### config.mk
export PLATFORM = sky130hd
export DESIGN_NAME = mem_arbiter
export DESIGN_NICKNAME = d
export VERILOG_FILES = /design/src/rtl/mem_arbiter.sv
export SDC_FILE = /design/constraint.sdc
export NUM_CORES = 1
export LEC_CHECK = 0
export ABC_AREA = 0
export ABC_CLOCK_PERIOD_IN_PS = 2910
export BUFFER_PORTS_ARGS = -buffer_cell sky130_fd_sc_hd__buf_4
export CAP_MARGIN = 5
export CORE_MARGIN = 8
export CORE_UTILIZATION = 43
export CTS_BUF_LIST = sky130_fd_sc_hd__clkbuf_16
export DETAILED_ROUTE_END_ITERATION = 6
export PLACE_DENSITY = 0.76
export SLEW_MARGIN = 25
export SYNTH_ARGS = -nofsm -noshare
export SYNTH_HDL_FRONTEND = slang
export SYNTH_SLANG_ARGS = --single-unit
### constraint.sdc
create_clock -name clock -period 2.91 [get_ports clock]
set_input_delay 0.582 -clock clock [delete_from_list [all_inputs] [get_ports clock]]
set_output_delay 0.582 -clock clock [all_outputs]
set_load 0.03 [all_outputs]
### src/rtl/mem_arbiter.sv
// Serialises 32-bit fetch and load/store accesses onto a byte-wide RAM; MEM requests outrank fetch.
// Latency from grant: read N+2, store N+1 cycles; requesters hold req while busy, done pulses one cycle.
module mem_arbiter (
    input  logic        clock,
    input  logic        reset,
    input  logic        if_req,
    input  logic [31:0] if_addr,
    input  logic        if_flush,
    output logic [31:0] if_data,
    output logic        if_done,
    input  logic        mem_req,
    input  logic        mem_write,
    input  logic [1:0]  mem_size,
    input  logic [31:0] mem_addr,
    input  logic [31:0] mem_wdata,
    output logic [31:0] mem_rdata,
    output logic        mem_done,
    output logic [31:0] ram_addr,
    output logic [7:0]  ram_wdata,
    output logic        ram_we,
    input  logic [7:0]  ram_rdata
);

    typedef enum logic [2:0] {IDLE, IF_RD, MEM_RD, MEM_WR, DONE} state_t;

    state_t      state, state_nxt;
    logic [2:0]  cnt;
    logic [2:0]  nbytes;
    logic [31:0] addr_q;
    logic [31:0] wdata_q;
    logic [31:0] rbuf;
    logic [31:0] rbuf_nxt;
    logic        own_mem;
    logic        grant_mem;
    logic        grant_if;
    logic        busy;
    logic [1:0]  lane;

    always_ff @(posedge clock) begin
        if (reset) begin
            state <= IDLE;
        end else begin
            state <= state_nxt;
        end
    end

    always_comb begin
        state_nxt = state;
        ram_addr  = 32'd0;
        ram_wdata = 8'd0;
        ram_we    = 1'b0;
        if_done   = 1'b0;
        mem_done  = 1'b0;
        grant_mem = 1'b0;
        grant_if  = 1'b0;
        case (state)
            IDLE: begin
                if (mem_req) begin
                    grant_mem = 1'b1;
                    state_nxt = mem_write ? MEM_WR : MEM_RD;
                end else if (if_req && !if_flush) begin
                    grant_if  = 1'b1;
                    state_nxt = IF_RD;
                end
            end
            IF_RD, MEM_RD: begin
                if (cnt < nbytes) begin
                    ram_addr = addr_q + {29'd0, cnt};
                end
                // A flush wins even on the final capture cycle of a fetch.
                if (state == IF_RD && if_flush) begin
                    state_nxt = IDLE;
                end else if (cnt == nbytes) begin
                    state_nxt = DONE;
                end
            end
            MEM_WR: begin
                ram_addr  = addr_q + {29'd0, cnt};
                ram_wdata = wdata_q[{cnt[1:0], 3'b000} +: 8];
                ram_we    = 1'b1;
                if (cnt == nbytes - 3'd1) begin
                    state_nxt = DONE;
                end
            end
            DONE: begin
                if_done   = !own_mem;
                mem_done  = own_mem;
                state_nxt = IDLE;
            end
            default: state_nxt = IDLE;
        endcase
    end

    assign busy = (state == IF_RD) || (state == MEM_RD) || (state == MEM_WR);
    // ram_rdata lags the issued address by one cycle, so it lands in lane cnt-1.
    assign lane = cnt[1:0] - 2'd1;

    always_comb begin
        rbuf_nxt = rbuf;
        if (cnt != 3'd0) begin
            rbuf_nxt[{lane, 3'b000} +: 8] = ram_rdata;
        end
    end

    always_ff @(posedge clock) begin
        if (reset) begin
            cnt       <= 3'd0;
            nbytes    <= 3'd4;
            addr_q    <= 32'd0;
            wdata_q   <= 32'd0;
            rbuf      <= 32'd0;
            own_mem   <= 1'b0;
            if_data   <= 32'd0;
            mem_rdata <= 32'd0;
        end else begin
            if (grant_mem) begin
                cnt     <= 3'd0;
                addr_q  <= mem_addr;
                wdata_q <= mem_wdata;
                rbuf    <= 32'd0;
                own_mem <= 1'b1;
                case (mem_size)
                    2'd0:    nbytes <= 3'd1;
                    2'd1:    nbytes <= 3'd2;
                    default: nbytes <= 3'd4;
                endcase
            end else if (grant_if) begin
                cnt     <= 3'd0;
                addr_q  <= if_addr;
                wdata_q <= 32'd0;
                rbuf    <= 32'd0;
                own_mem <= 1'b0;
                nbytes  <= 3'd4;
            end else if (busy) begin
                cnt  <= cnt + 3'd1;
                rbuf <= rbuf_nxt;
            end
            // Result registers only change when a read actually completes.
            if (state == IF_RD && state_nxt == DONE) begin
                if_data <= rbuf_nxt;
            end
            if (state == MEM_RD && state_nxt == DONE) begin
                mem_rdata <= rbuf_nxt;
            end
        end
    end

endmodule

==> impl_table.tex, run 1 <==
\begin{tabular}{lr}
\hline
Metric & Value \\
\hline
\multicolumn{2}{l}{\textbf{Status}} \\
Result of the run & finished with violations \\
Failing checks & negative setup slack \\
\multicolumn{2}{l}{\textbf{Layout}} \\
Layout cell share with drive strength beyond 1 & 35.5\% \\
Area delta synth->final & 40.6\% \\
ANT cells & 0 \\
Util after Layout & 62.0\% \\
Number of nets in the layout & 1,212 \\
\multicolumn{2}{l}{\textbf{Synth}} \\
Synthesized Nets & 990 \\
Gate count after technology mapping & 864 \\
Share of Yosys cell area claimed by the top area cell type & 42.7\% \\
Number of warnings reported in the yosys synthesis log & 0 \\
Xor and xnor fraction of the mapped netlist area & 1.29\% \\
Main combinational cell family by area after synthesis & compound AO/OA/AOI/OAI gates \\
Synth Area in Adders & 2.29\% \\
Post-Synth Simple-Gate Area & 17.2\% \\
Area contributors post-synth & dfxtp\_1 43\%, a211oi\_1 12\%, nor2\_1 6.7\% \\
Share of synthesized area occupied by flip-flops and latches & 42.7\% \\
Cell type contributing the most total cell area after synthesis & dfxtp\_1 \\
Average cell area after synthesis & 9.22 µm² \\
Netlist cell types & 56 \\
Register bit count reported by yosys & 170 \\
Most used flip-flop cell after synthesis & dfxtp\_1 \\
Compound-Gate Fraction of Synth Area & 23.9\% \\
Netlist area before placement & 7970 µm² \\
Count of flip-flops with a built-in enable after synthesis & 0 \\
Top cells by count, synth & 170 x dfxtp\_1, 142 x nor2\_1, 130 x a211oi\_1, 43 x mux2i\_1, 32 x a22o\_1 \\
Multiplexer share of the synthesized area & 7.66\% \\
Most frequent cell after synthesis & dfxtp\_1 \\
Fraction of synthesis flops using an asynchronous set or reset pin & 0\% \\
\multicolumn{2}{l}{\textbf{Worst setup path}} \\
Crit path cell chain & ha\_4 -> inv\_2 -> fa\_2 -> nor2b\_4 -> o2111ai\_4 -> buf\_6 -> or4\_4 -> a21oi\_4 -> buf\_6 \\
Cell seen most often among critical-path stages & buf\_6 \\
Largest fanout on the critical path & 8 \\
Start point of the critical path & cnt[0]\$\_SDFFE\_PP0P\_ \\
Slowest stage cell on the critical path & or4\_4 \\
Reg2reg path depth & 10 \\
Worst stage delay on the critical path & 0.43 ns \\
Crit path required time & 2.33 ns \\
Critical path endpoint category & output pin \\
Kind of critical path & reg2out \\
Beginning of the worst register-to-register path & cnt[0]\$\_SDFFE\_PP0P\_ \\
Launching element type of the critical path & flop \\
Setup crit end & ram\_addr[22] \\
FF-to-FF End & rbuf[22]\$\_SDFFE\_PP0P\_ \\
Slack of the worst reg-to-reg path & 0.45 ns \\
Signal arrival time at the worst endpoint & 2.56 ns \\
\multicolumn{2}{l}{\textbf{STA}} \\
Unrepaired setup endpoints after global routing & true \\
Maximum clock frequency & 0.318 GHz \\
Tcrit/Tclk final & 108\% \\
Post-route setup TNS & -2.13 ns \\
Number of setup violations in the final report & 25 \\
Total count of hold-check failures in the final report & 0 \\
Worst Tran Pin Value & 0.646 ns \\
Worst Setup Slack, final & -0.230 ns \\
Pins over their slew limit & 0 \\
Clock tree skew after final layout & 0.00792 ns \\
Hold slack & 0.365 ns \\
Worst slew margin relative to its limit & 57.0\% \\
Minimum clock period & 3.14 ns \\
\multicolumn{2}{l}{\textbf{Placement}} \\
Estimated wirelength of the detail-placed design & 16,900 µm \\
Final Wtd Congestion & 0.889 \\
PortBufs & 218 \\
Placement Setup Slack & 0.00592 ns \\
\multicolumn{2}{l}{\textbf{Route}} \\
Vias per Instance & 5.69 \\
Detailed-route wire length & 24,800 µm \\
Final routed wire length divided by cell count & 18.7 µm \\
Number of vias in the routed layout & 7,553 \\
Number of DRC violations after detailed routing & 0 \\
First drt pass iteration count & 5 \\
First-iteration detailed-routing DRC count & 525 \\
Post-route antenna net violation count & 0 \\
\multicolumn{2}{l}{\textbf{Floorplanning}} \\
Die span in y & 152 µm \\
Num ports & 219 \\
Number of rows in the core area & 49 \\
Standard cell core area & 18,100 µm² \\
Die Area & 23,100 µm² \\
Die width & 152 µm \\
Initial Util & 44.1\% \\
\multicolumn{2}{l}{\textbf{Clock tree}} \\
Clock tree root driver cell & clkbuf\_16 \\
Number of buffers on the longest clock path & 2 \\
Maximum level of the CTS H-tree & 4 \\
Clock buffer count from CTS & 17 \\
CTS Sinks & 170 \\
TritonCTS clock tree & done \\
Skew-Pair Late Insertion Delay & 0.43 ns \\
Clk slew on worst S/H paths & 0.07 ns \\
\multicolumn{2}{l}{\textbf{Worst hold path}} \\
Hold/Removal Path Class & in2reg \\
Critical hold path startpoint & mem\_wdata[23] \\
\multicolumn{2}{l}{\textbf{GRT}} \\
Total GRT Usage & 20.2\% \\
First-pass GRT wire length & 38,400 µm \\
Antenna violations before repair & 0 \\
Maximum number of pins on one net before global-route repair & 68 \\
Number of global-route vias before repair & 7,174 \\
Global-route congestion overflow total & 0 \\
\multicolumn{2}{l}{\textbf{Pwr}} \\
Maximum VDD drop & 0.412 mV \\
P\_leak & 0.00433 µW \\
Power per cell area & 619 nW/µm² \\
\multicolumn{2}{l}{\textbf{Job}} \\
Max Cap Viol & 0 \\
\hline
\end{tabular}
## per-stage QoR
stage | total power, µW | instances | instance area [µm²]
after floorplan | 3880 | 864 | 8040
after global placement | 4400 | 1271 | 9960
after detailed placement | 4450 | 1271 | 9960
after CTS | 6810 | 1314 | 10800
after global routing | 7260 | 1328 | 11200
final | 6940 | 1328 | 11200
## layer usage
metal | global-route usage (%) | share of wire, % | up-vias
met5 | 0 | 0 | -
met4 | 5.43 | 1.8 | 0
met3 | 5.70 | 6.8 | 37
met2 | 34.2 | 49 | 292
met1 | 24.6 | 42 | 3555
li1 | - | - | 3669
## critical path, delay by kind of cell (launching register included)
kind | cells | cell delay, ns
and+or+nand+nor | 2 | 0.62
adders and majority gates | 2 | 0.50
DFF | 1 | 0.36
buffers and inverters | 3 | 0.34
AOI/OAI and AO/OA | 2 | 0.31
## worst min path at each step
stage | end | slack, ns | depth (start not counted)
after detailed placement | own_mem$_SDFFE_PP0P_ | 0.46 | 1
final | wdata_q[23]$_SDFFE_PP0P_ | 0.36 | 2
after CTS | wdata_q[23]$_SDFFE_PP0P_ | 0.34 | 2
after global routing | wdata_q[9]$_SDFFE_PP0P_ | 0.35 | 2
after floorplan | own_mem$_SDFFE_PP0P_ | 0.44 | 1
after global placement | own_mem$_SDFFE_PP0P_ | 0.45 | 1
## state kept, by name (all words and copies together), names as in the netlist
name / cells
addr_q: 32
if_data: 32
mem_rdata: 32
rbuf: 32
wdata_q: 32
cnt: 3
nbytes: 3
state: 3
own_mem: 1
## layout make-up
cell class / instances / area [µm²]
Fill cell: 1503 / 6880
Multi-Input combinational cell: 606 / 4550
Sequential cell: 170 / 3420
Timing Repair Buffer: 277 / 2300
Clock buffer: 17 / 425
Tap cell: 229 / 287
Clock inverter: 15 / 181
Inverter: 14 / 52.6
## kinds of logic after synthesis
group | Yosys count
XOR/XNOR | 10
flip-flops | 170
buffers and inverters | 89
multiplexers | 51
AND/OR/NAND/NOR | 273
adder cells (fa/ha/maj) | 14
AO/OA/AOI/OAI | 257
## what timing repair did
item                       in CTS  in global routing
hold buffers                    0                  0
setup buffers                   8                 11
gates resized for setup        48                 52
pin swaps                      17                 11
setup endpoints to repair      26                 28
gates cloned                    3                  3
## cells in the final DEF, fill, tap and decap left out, types with 14 or more instances in the layout
cell type,synthesis,layout
clkbuf_16,0,19
inv_1,14,14
a22o_1,32,32
nand3_1,23,18
dfxtp_1,170,160
a31oi_1,15,15
nor2_1,142,141
a211oi_1,130,130
mux2i_1,43,40
buf_6,2,24
nand2_1,17,16
a22oi_1,15,15
buf_4,1,242
a21boi_0,14,14
## power breakdown
group | total (µW) | switching, µW | internal (µW) | leakage [µW]
clock | 2310 | 1010 | 1300 | 0.000295
combinational | 1880 | 1070 | 813 | 0.00265
sequential | 2740 | 186 | 2550 | 0.00139
total | 6940 | 2270 | 4670 | 0.00433
(Power assumes the default switching activity.)
==> run 2: changes to the inputs <==
- ABC_AREA: 0 -> unset
- SKIP_CTS_REPAIR_TIMING: unset -> 1
==> run 2 against run 1 <==
Net effect: the run still ends with negative setup slack left; combinational power fell by 6%; critical path depth stayed put; routed wire length fell by 2.1%; register-to-register slack is essentially flat; via count shrank 1.4%; power down 1.9%; non-clock buffer count is 17 lower; worst setup slack got worse by 0.049 ns; sequential share of layout area is 0.59 points higher; cell area is 1.9% lower; largest power group unchanged.
==> impl_table.tex, run 2 (synthesis results as in run 1) <==
\begin{tabular}{lr}
\hline
Metric & Value \\
\hline
\multicolumn{2}{l}{\textbf{Worst setup path}} \\
Signal arrival time at the worst endpoint & 2.61 ns (+0.05 ns) \\
Beginning of the worst register-to-register path & cnt[0]\$\_SDFFE\_PP0P\_ \\
Kind of critical path & reg2out \\
Launching element type of the critical path & flop \\
Critical path endpoint category & output pin \\
FF-to-FF End & rbuf[22]\$\_SDFFE\_PP0P\_ \\
Largest fanout on the critical path & 8 (unchanged) \\
Crit path required time & 2.33 ns (about the same) \\
Setup crit end & ram\_addr[22] \\
Slack of the worst reg-to-reg path & 0.45 ns (about the same) \\
Reg2reg path depth & 8 (-2) \\
Start point of the critical path & cnt[0]\$\_SDFFE\_PP0P\_ \\
\multicolumn{2}{l}{\textbf{Pwr}} \\
Fraction of power spent switching nets & 32.7\% (about the same) \\
Maximum VDD drop & 0.412 mV (about the same) \\
Power share of the clock group & 33.9\% (+0.5 points) \\
Share of power burned in registers & 40.2\% (+0.7 points) \\
Switching power of the nets & 2230 µW (-1.9\%) \\
Internal power contribution & 4580 µW (-1.9\%) \\
P\_leak & 0.00423 µW (-2.3\%) \\
Power per cell area & 619 nW/µm² (about the same) \\
Combinational share of power & 25.8\% (-1.3 points) \\
\multicolumn{2}{l}{\textbf{Clock tree}} \\
TritonCTS clock tree & done \\
Skew-Pair Late Insertion Delay & 0.43 ns (about the same) \\
Clock tree root driver cell & clkbuf\_16 \\
Clk slew on worst S/H paths & 0.07 ns (about the same) \\
CTS Sinks & 170 (unchanged) \\
Number of buffers on the longest clock path & 2 (unchanged) \\
Clock buffer count from CTS & 17 (unchanged) \\
Maximum level of the CTS H-tree & 4 (unchanged) \\
\multicolumn{2}{l}{\textbf{Layout}} \\
Most used cells in the layout excluding fill and tap cells & 234 x buf\_4, 159 x dfxtp\_1, 141 x nor2\_1 \\
Most frequent standard cell in the layout excluding fill and tap cells & buf\_4 \\
Area delta synth->final & 38.0\% \\
Layout cell share with drive strength beyond 1 & 34.4\% (-1.0 points) \\
Fillers & 1,514 (+0.73\%) \\
Number of nets in the layout & 1,196 (-1.3\%) \\
ANT cells & 0 (unchanged) \\
\multicolumn{2}{l}{\textbf{Floorplanning}} \\
Die Area & 23,100 µm² (unchanged) \\
Die width & 152 µm (unchanged) \\
Number of rows in the core area & 49 (unchanged) \\
Standard cell core area & 18,100 µm² (unchanged) \\
Num ports & 219 (unchanged) \\
Die span in y & 152 µm (unchanged) \\
Initial Util & 44.1\% (unchanged) \\
\multicolumn{2}{l}{\textbf{GRT}} \\
Top Usage Layer GRT & met2 \\
Met1 usage in global routing & 23.8\% (-0.84 points) \\
Global-route congestion overflow total & 0 (unchanged) \\
First-pass GRT wire length & 37,000 µm (-3.6\%) \\
Met3 track demand over resource & 5.64\% (-0.057 points) \\
Global Route met2 Usage & 32.8\% (-1.5 points) \\
Antenna violations before repair & 0 (unchanged) \\
Maximum number of pins on one net before global-route repair & 68 (unchanged) \\
Number of global-route vias before repair & 6,994 (-2.5\%) \\
Total GRT Usage & 19.4\% (-0.78 points) \\
\multicolumn{2}{l}{\textbf{Placement}} \\
PortBufs & 218 (unchanged) \\
Estimated wirelength of the detail-placed design & 16,900 µm (unchanged) \\
Placement Setup Slack & 0.00592 ns (unchanged) \\
Final Wtd Congestion & 0.889 (unchanged) \\
\multicolumn{2}{l}{\textbf{STA}} \\
Post-route setup TNS & -3.08 ns (-0.956 ns) \\
Clock tree skew after final layout & 0.0107 ns (+0.00277 ns) \\
Minimum clock period & 3.19 ns (+0.0486 ns) \\
Number of setup violations in the final report & 16 (-36\%) \\
Worst Setup Slack, final & -0.279 ns (-0.0486 ns) \\
Tcrit/Tclk final & 110\% (+1.7 points) \\
Total count of hold-check failures in the final report & 0 (unchanged) \\
Worst slew margin relative to its limit & 57.4\% (+0.45 points) \\
Pins over their slew limit & 0 (unchanged) \\
Unrepaired setup endpoints after global routing & true \\
Worst Tran Pin Value & 0.639 ns (-0.00676 ns) \\
Maximum clock frequency & 0.314 GHz (-1.5\%) \\
\multicolumn{2}{l}{\textbf{Route}} \\
Number of vias in the routed layout & 7,450 (-1.4\%) \\
Detailed-route wire length & 24,200 µm (-2.1\%) \\
Number of DRC violations after detailed routing & 0 (unchanged) \\
Vias per Instance & 5.68 (-0.16\%) \\
First drt pass iteration count & 6 (+1) \\
Post-route antenna net violation count & 0 (unchanged) \\
First-iteration detailed-routing DRC count & 444 (-15\%) \\
Final routed wire length divided by cell count & 18.5 µm (-0.95\%) \\
\multicolumn{2}{l}{\textbf{Status}} \\
Failing checks & negative setup slack \\
Result of the run & finished with violations \\
\multicolumn{2}{l}{\textbf{Job}} \\
Max Cap Viol & 0 (unchanged) \\
\multicolumn{2}{l}{\textbf{Worst hold path}} \\
Critical hold path startpoint & mem\_size[0] \\
Hold/Removal Path Class & in2reg \\
\hline
\end{tabular}
[run 2: cell types whose count changed in the layout (fill, tap and decap cells not counted), sizes merged]
cell    delta
buf       -15
a21o       +1
clkbuf     -2
[run 2: cell type report]
| class | count | area [µm²] | area share [%] |
|---|---|---|---|
| tap | 229 | 287 | 2.60 |
| sequential | 170 | 3420 | 31.1 |
| inverter | 14 | 52.6 | 0.478 |
| timing repair buffer | 260 | 2090 | 19.0 |
| clock buffer | 17 | 425 | 3.87 |
| multi-input combinational | 607 | 4550 | 41.3 |
| clock inverter | 15 | 181 | 1.65 |
[run 2: power by group through the flow]
stage | Clock, µW | Sequential (µW) | Combinational (µW)
after global routing | 2460 | 2760 | 1900
after floorplan | 0 | 2780 | 1100
after detailed placement | 0 | 2770 | 1680
after CTS | 2360 | 2720 | 1680
after global placement | 0 | 2760 | 1640
final | 2310 | 2740 | 1760
[run 2: routing by layer]
layer  share of wire (%)  routed length [µm]
met3                 6.9                1680
met5                   0                   0
met4                 1.6                 393
met1                  43               10300
met2                  49               11800
[run 2: metrics by stage]
stage | std cells | utilization [%] | hold slack (ns) | total power, µW | area (µm²)
after detailed placement | 1271 | 55.1 | 0.462 | 4450 | 9960
after floorplan | 864 | - | 0.442 | 3880 | 8040
after global placement | 1271 | 55.1 | 0.452 | 4400 | 9960
final | 1312 | 60.8 | 0.364 | 6810 | 11000
after global routing | 1312 | 60.8 | 0.344 | 7130 | 11000
after CTS | 1303 | 58.4 | 0.344 | 6760 | 10600
[run 2: critical path: stages (launching register included)]
cell and delay, ns:
dfxtp_2 0.36, ha_4 0.14, inv_2 0.04, fa_2 0.38
nor2b_4 0.22, o2111ai_4 0.16, buf_6 0.17, or4_4 0.43
a21oi_4 0.14, buf_6 0.14
[run 2: worst min path at each step]
stage	end	slack, ns	depth (start not counted)
floorplan	own_mem$_SDFFE_PP0P_	0.44	1
global placement	own_mem$_SDFFE_PP0P_	0.45	1
detailed placement	own_mem$_SDFFE_PP0P_	0.46	1
CTS	wdata_q[23]$_SDFFE_PP0P_	0.34	2
global route	wdata_q[9]$_SDFFE_PP0P_	0.34	2
finish	nbytes[0]$_SDFFE_PP0P_	0.36	2
==> run 3: changes to the inputs <==
- ABC_CLOCK_PERIOD_IN_PS: 2910 -> 2620
- clock period: 2.91 -> 2.62 ns (I/O delays scaled with it)
==> run 3 against run 2 <==
Net effect: utilization increased by 0.12 points; critical path depth unchanged; power increased by 11%; clock-buffer cell count unchanged; flip-flop and latch count unchanged; die area unchanged; critical endpoint is now ram_addr[26]; via count decreased by 0.28%; cell area increased by 0.19%; sequential power increased by 9.5%; hold slack got worse by 0.059 ns; the run still ends with negative setup slack left.
==> impl_table.tex, run 3 (synthesis results as in run 1) <==
\begin{tabular}{lr}
\hline
Metric & Value \\
\hline
\multicolumn{2}{l}{\textbf{STA}} \\
Number of setup violations in the final report & 32 (+16) \\
Minimum clock period & 3.09 ns \\
Worst Setup Slack, final & -0.470 ns (-0.191 ns) \\
Unrepaired setup endpoints after global routing & true \\
Clock tree skew after final layout & 0.0163 ns (+0.00557 ns) \\
Post-route setup TNS & -9.73 ns (-6.65 ns) \\
Worst slew margin relative to its limit & 66.9\% (+9.5 points) \\
Total count of hold-check failures in the final report & 0 (unchanged) \\
Tcrit/Tclk final & 118\% \\
Maximum clock frequency & 0.324 GHz \\
Pins over their slew limit & 0 (unchanged) \\
Worst Tran Pin Value & 0.496 ns (-0.143 ns) \\
\multicolumn{2}{l}{\textbf{Worst setup path}} \\
Largest fanout on the critical path & 5 (-3) \\
Signal arrival time at the worst endpoint & 2.57 ns (-0.04 ns) \\
Worst stage delay on the critical path & 0.46 ns (+0.03 ns) \\
Largest delay contributor family on the critical path & simple AND/OR/NAND/NOR gates \\
Launching element type of the critical path & flop \\
Crit path required time & 2.10 ns (-0.23 ns) \\
Critical path endpoint category & output pin \\
Total buffers and inverters traversed by the critical path & 3 (unchanged) \\
Cell seen most often among critical-path stages & buf\_6 \\
Crit path cell chain & ha\_4 -> inv\_2 -> fa\_2 -> nor2b\_4 -> buf\_6 -> o2111ai\_4 -> or4\_4 -> a21oi\_4 -> buf\_6 \\
Kind of critical path & reg2out \\
Slowest stage cell on the critical path & or4\_4 \\
\multicolumn{2}{l}{\textbf{Pwr}} \\
Maximum VDD drop & 0.443 mV (+7.4\%) \\
Design Power & 7590 µW (+11\%) \\
Power per cell area & 689 nW/µm² (+11\%) \\
P\_leak & 0.00426 µW (+0.60\%) \\
\multicolumn{2}{l}{\textbf{Layout}} \\
Most frequent standard cell in the layout excluding fill and tap cells & buf\_4 \\
ANT cells & 0 (unchanged) \\
Util after Layout & 60.9\% (+0.12 points) \\
Area delta synth->final & 38.3\% \\
Number of nets in the layout & 1,205 (+0.75\%) \\
Layout cell share with drive strength beyond 1 & 33.4\% (-1.1 points) \\
Most used cells in the layout excluding fill and tap cells & 250 x buf\_4, 167 x dfxtp\_1, 141 x nor2\_1 \\
Fillers & 1,507 (-0.46\%) \\
Summed area of non-filler cells in the final layout & 11,000 µm² (+0.19\%) \\
\multicolumn{2}{l}{\textbf{Route}} \\
First-iteration detailed-routing DRC count & 560 (+26\%) \\
Final routed wire length divided by cell count & 18.0 µm (-2.7\%) \\
Number of vias in the routed layout & 7,429 (-0.28\%) \\
Detailed-route wire length & 23,700 µm (-2.1\%) \\
Number of DRC violations after detailed routing & 0 (unchanged) \\
Post-route antenna net violation count & 0 (unchanged) \\
Vias per Instance & 5.63 (-0.89\%) \\
First drt pass iteration count & 5 (-1) \\
\multicolumn{2}{l}{\textbf{Status}} \\
Result of the run & finished with violations \\
Failing checks & negative setup slack \\
\multicolumn{2}{l}{\textbf{Clock tree}} \\
Skew-Pair Late Insertion Delay & 0.43 ns (about the same) \\
Clock buffer count from CTS & 17 (unchanged) \\
Maximum level of the CTS H-tree & 4 (unchanged) \\
Number of buffers on the longest clock path & 2 (unchanged) \\
TritonCTS clock tree & done \\
CTS Sinks & 170 (unchanged) \\
Clk slew on worst S/H paths & 0.07 ns (about the same) \\
Clock tree root driver cell & clkbuf\_16 \\
\multicolumn{2}{l}{\textbf{Worst hold path}} \\
Hold/Removal Path Class & in2reg \\
\multicolumn{2}{l}{\textbf{Floorplanning}} \\
Die span in y & 152 µm (unchanged) \\
Num ports & 219 (unchanged) \\
Die width & 152 µm (unchanged) \\
Die Area & 23,100 µm² (unchanged) \\
Standard cell core area & 18,100 µm² (unchanged) \\
Initial Util & 44.1\% (unchanged) \\
Number of rows in the core area & 49 (unchanged) \\
\multicolumn{2}{l}{\textbf{GRT}} \\
Maximum number of pins on one net before global-route repair & 85 (+25\%) \\
First-pass GRT wire length & 37,700 µm (+1.8\%) \\
Number of global-route vias before repair & 7,130 (+1.9\%) \\
Global-route congestion overflow total & 0 (unchanged) \\
Total GRT Usage & 19.7\% (+0.32 points) \\
Antenna violations before repair & 0 (unchanged) \\
\multicolumn{2}{l}{\textbf{Placement}} \\
Final Wtd Congestion & 0.882 (-0.83\%) \\
Placed cell areas & 10,200 µm² (+2.9\%) \\
PortBufs & 218 (unchanged) \\
Placement Setup Slack & -0.182 ns (-0.188 ns) \\
Estimated wirelength of the detail-placed design & 17,200 µm (+2.2\%) \\
\multicolumn{2}{l}{\textbf{Job}} \\
Max Cap Viol & 0 (unchanged) \\
\hline
\end{tabular}
[run 3: changes by cell type in the layout (fill, tap and decap cells not counted), sizes merged]
| cell | change |
|---|---|
| clkinv | +1 |
| inv | -4 |
| o2111ai | +1 |
| buf | +10 |
| bufinv | +1 |
| a21o | -2 |
| clkinvlp | +1 |
[run 3: final timing paths]
| kind | start | endpoint | slack (ns) | cells after the start |
|---|---|---|---|---|
| hold / removal | mem_wdata[18] | wdata_q[18]$_SDFFE_PP0P_ | 0.31 | 2 |
| hold reg to reg | own_mem$_SDFFE_PP0P_ | own_mem$_SDFFE_PP0P_ | 0.47 | 1 |
| setup reg to reg | cnt[0]$_SDFFE_PP0P_ | mem_rdata[7]$_SDFFE_PP0P_ | 0.24 | 8 |
| setup / recovery | cnt[0]$_SDFFE_PP0P_ | ram_addr[26] | -0.47 | 9 |
[run 3: cell type report]
| type | instances | area, µm² | share of cell area, % |
|---|---|---|---|
| flip-flops and latches | 170 | 3410 | 31.0 |
| inverters | 14 | 52.6 | 0.477 |
| multi-input cells | 606 | 4500 | 40.8 |
| clock inverters | 14 | 170 | 1.54 |
| clock buffers | 17 | 425 | 3.86 |
| repair buffers | 270 | 2170 | 19.7 |
| well taps | 229 | 287 | 2.60 |
[run 3: per-layer routing]
metal	up-vias	GRT usage (%)	wire length, µm
li1	3654	-	-
met1	3501	25.5	10600
met2	251	31.5	11100
met3	23	5.70	1670
met4	0	5.43	304
met5	-	0	0
[run 3: metrics by stage]
step / hold slack, ns / cells
floorplan: 0.442 / 864
global placement: 0.449 / 1286
detailed placement: 0.462 / 1286
CTS: 0.287 / 1317
global route: 0.292 / 1320
finish: 0.305 / 1320
[run 3: power breakdown]
| group | switching, µW | leakage, µW | internal (µW) |
|---|---|---|---|
| Combinational | 1190 | 0.00258 | 843 |
| Clock | 1050 | 0.000285 | 1500 |
| Sequential | 168 | 0.00139 | 2830 |
[run 3: worst reg2reg max path, delay by kind of cell (launching register included)]
kind,cells,cell delay (ns)
buffers and inverters,3,0.73
and+or+nand+nor,3,0.64
DFF,1,0.36
adders and majority gates,1,0.33
AOI/OAI and AO/OA,1,0.24
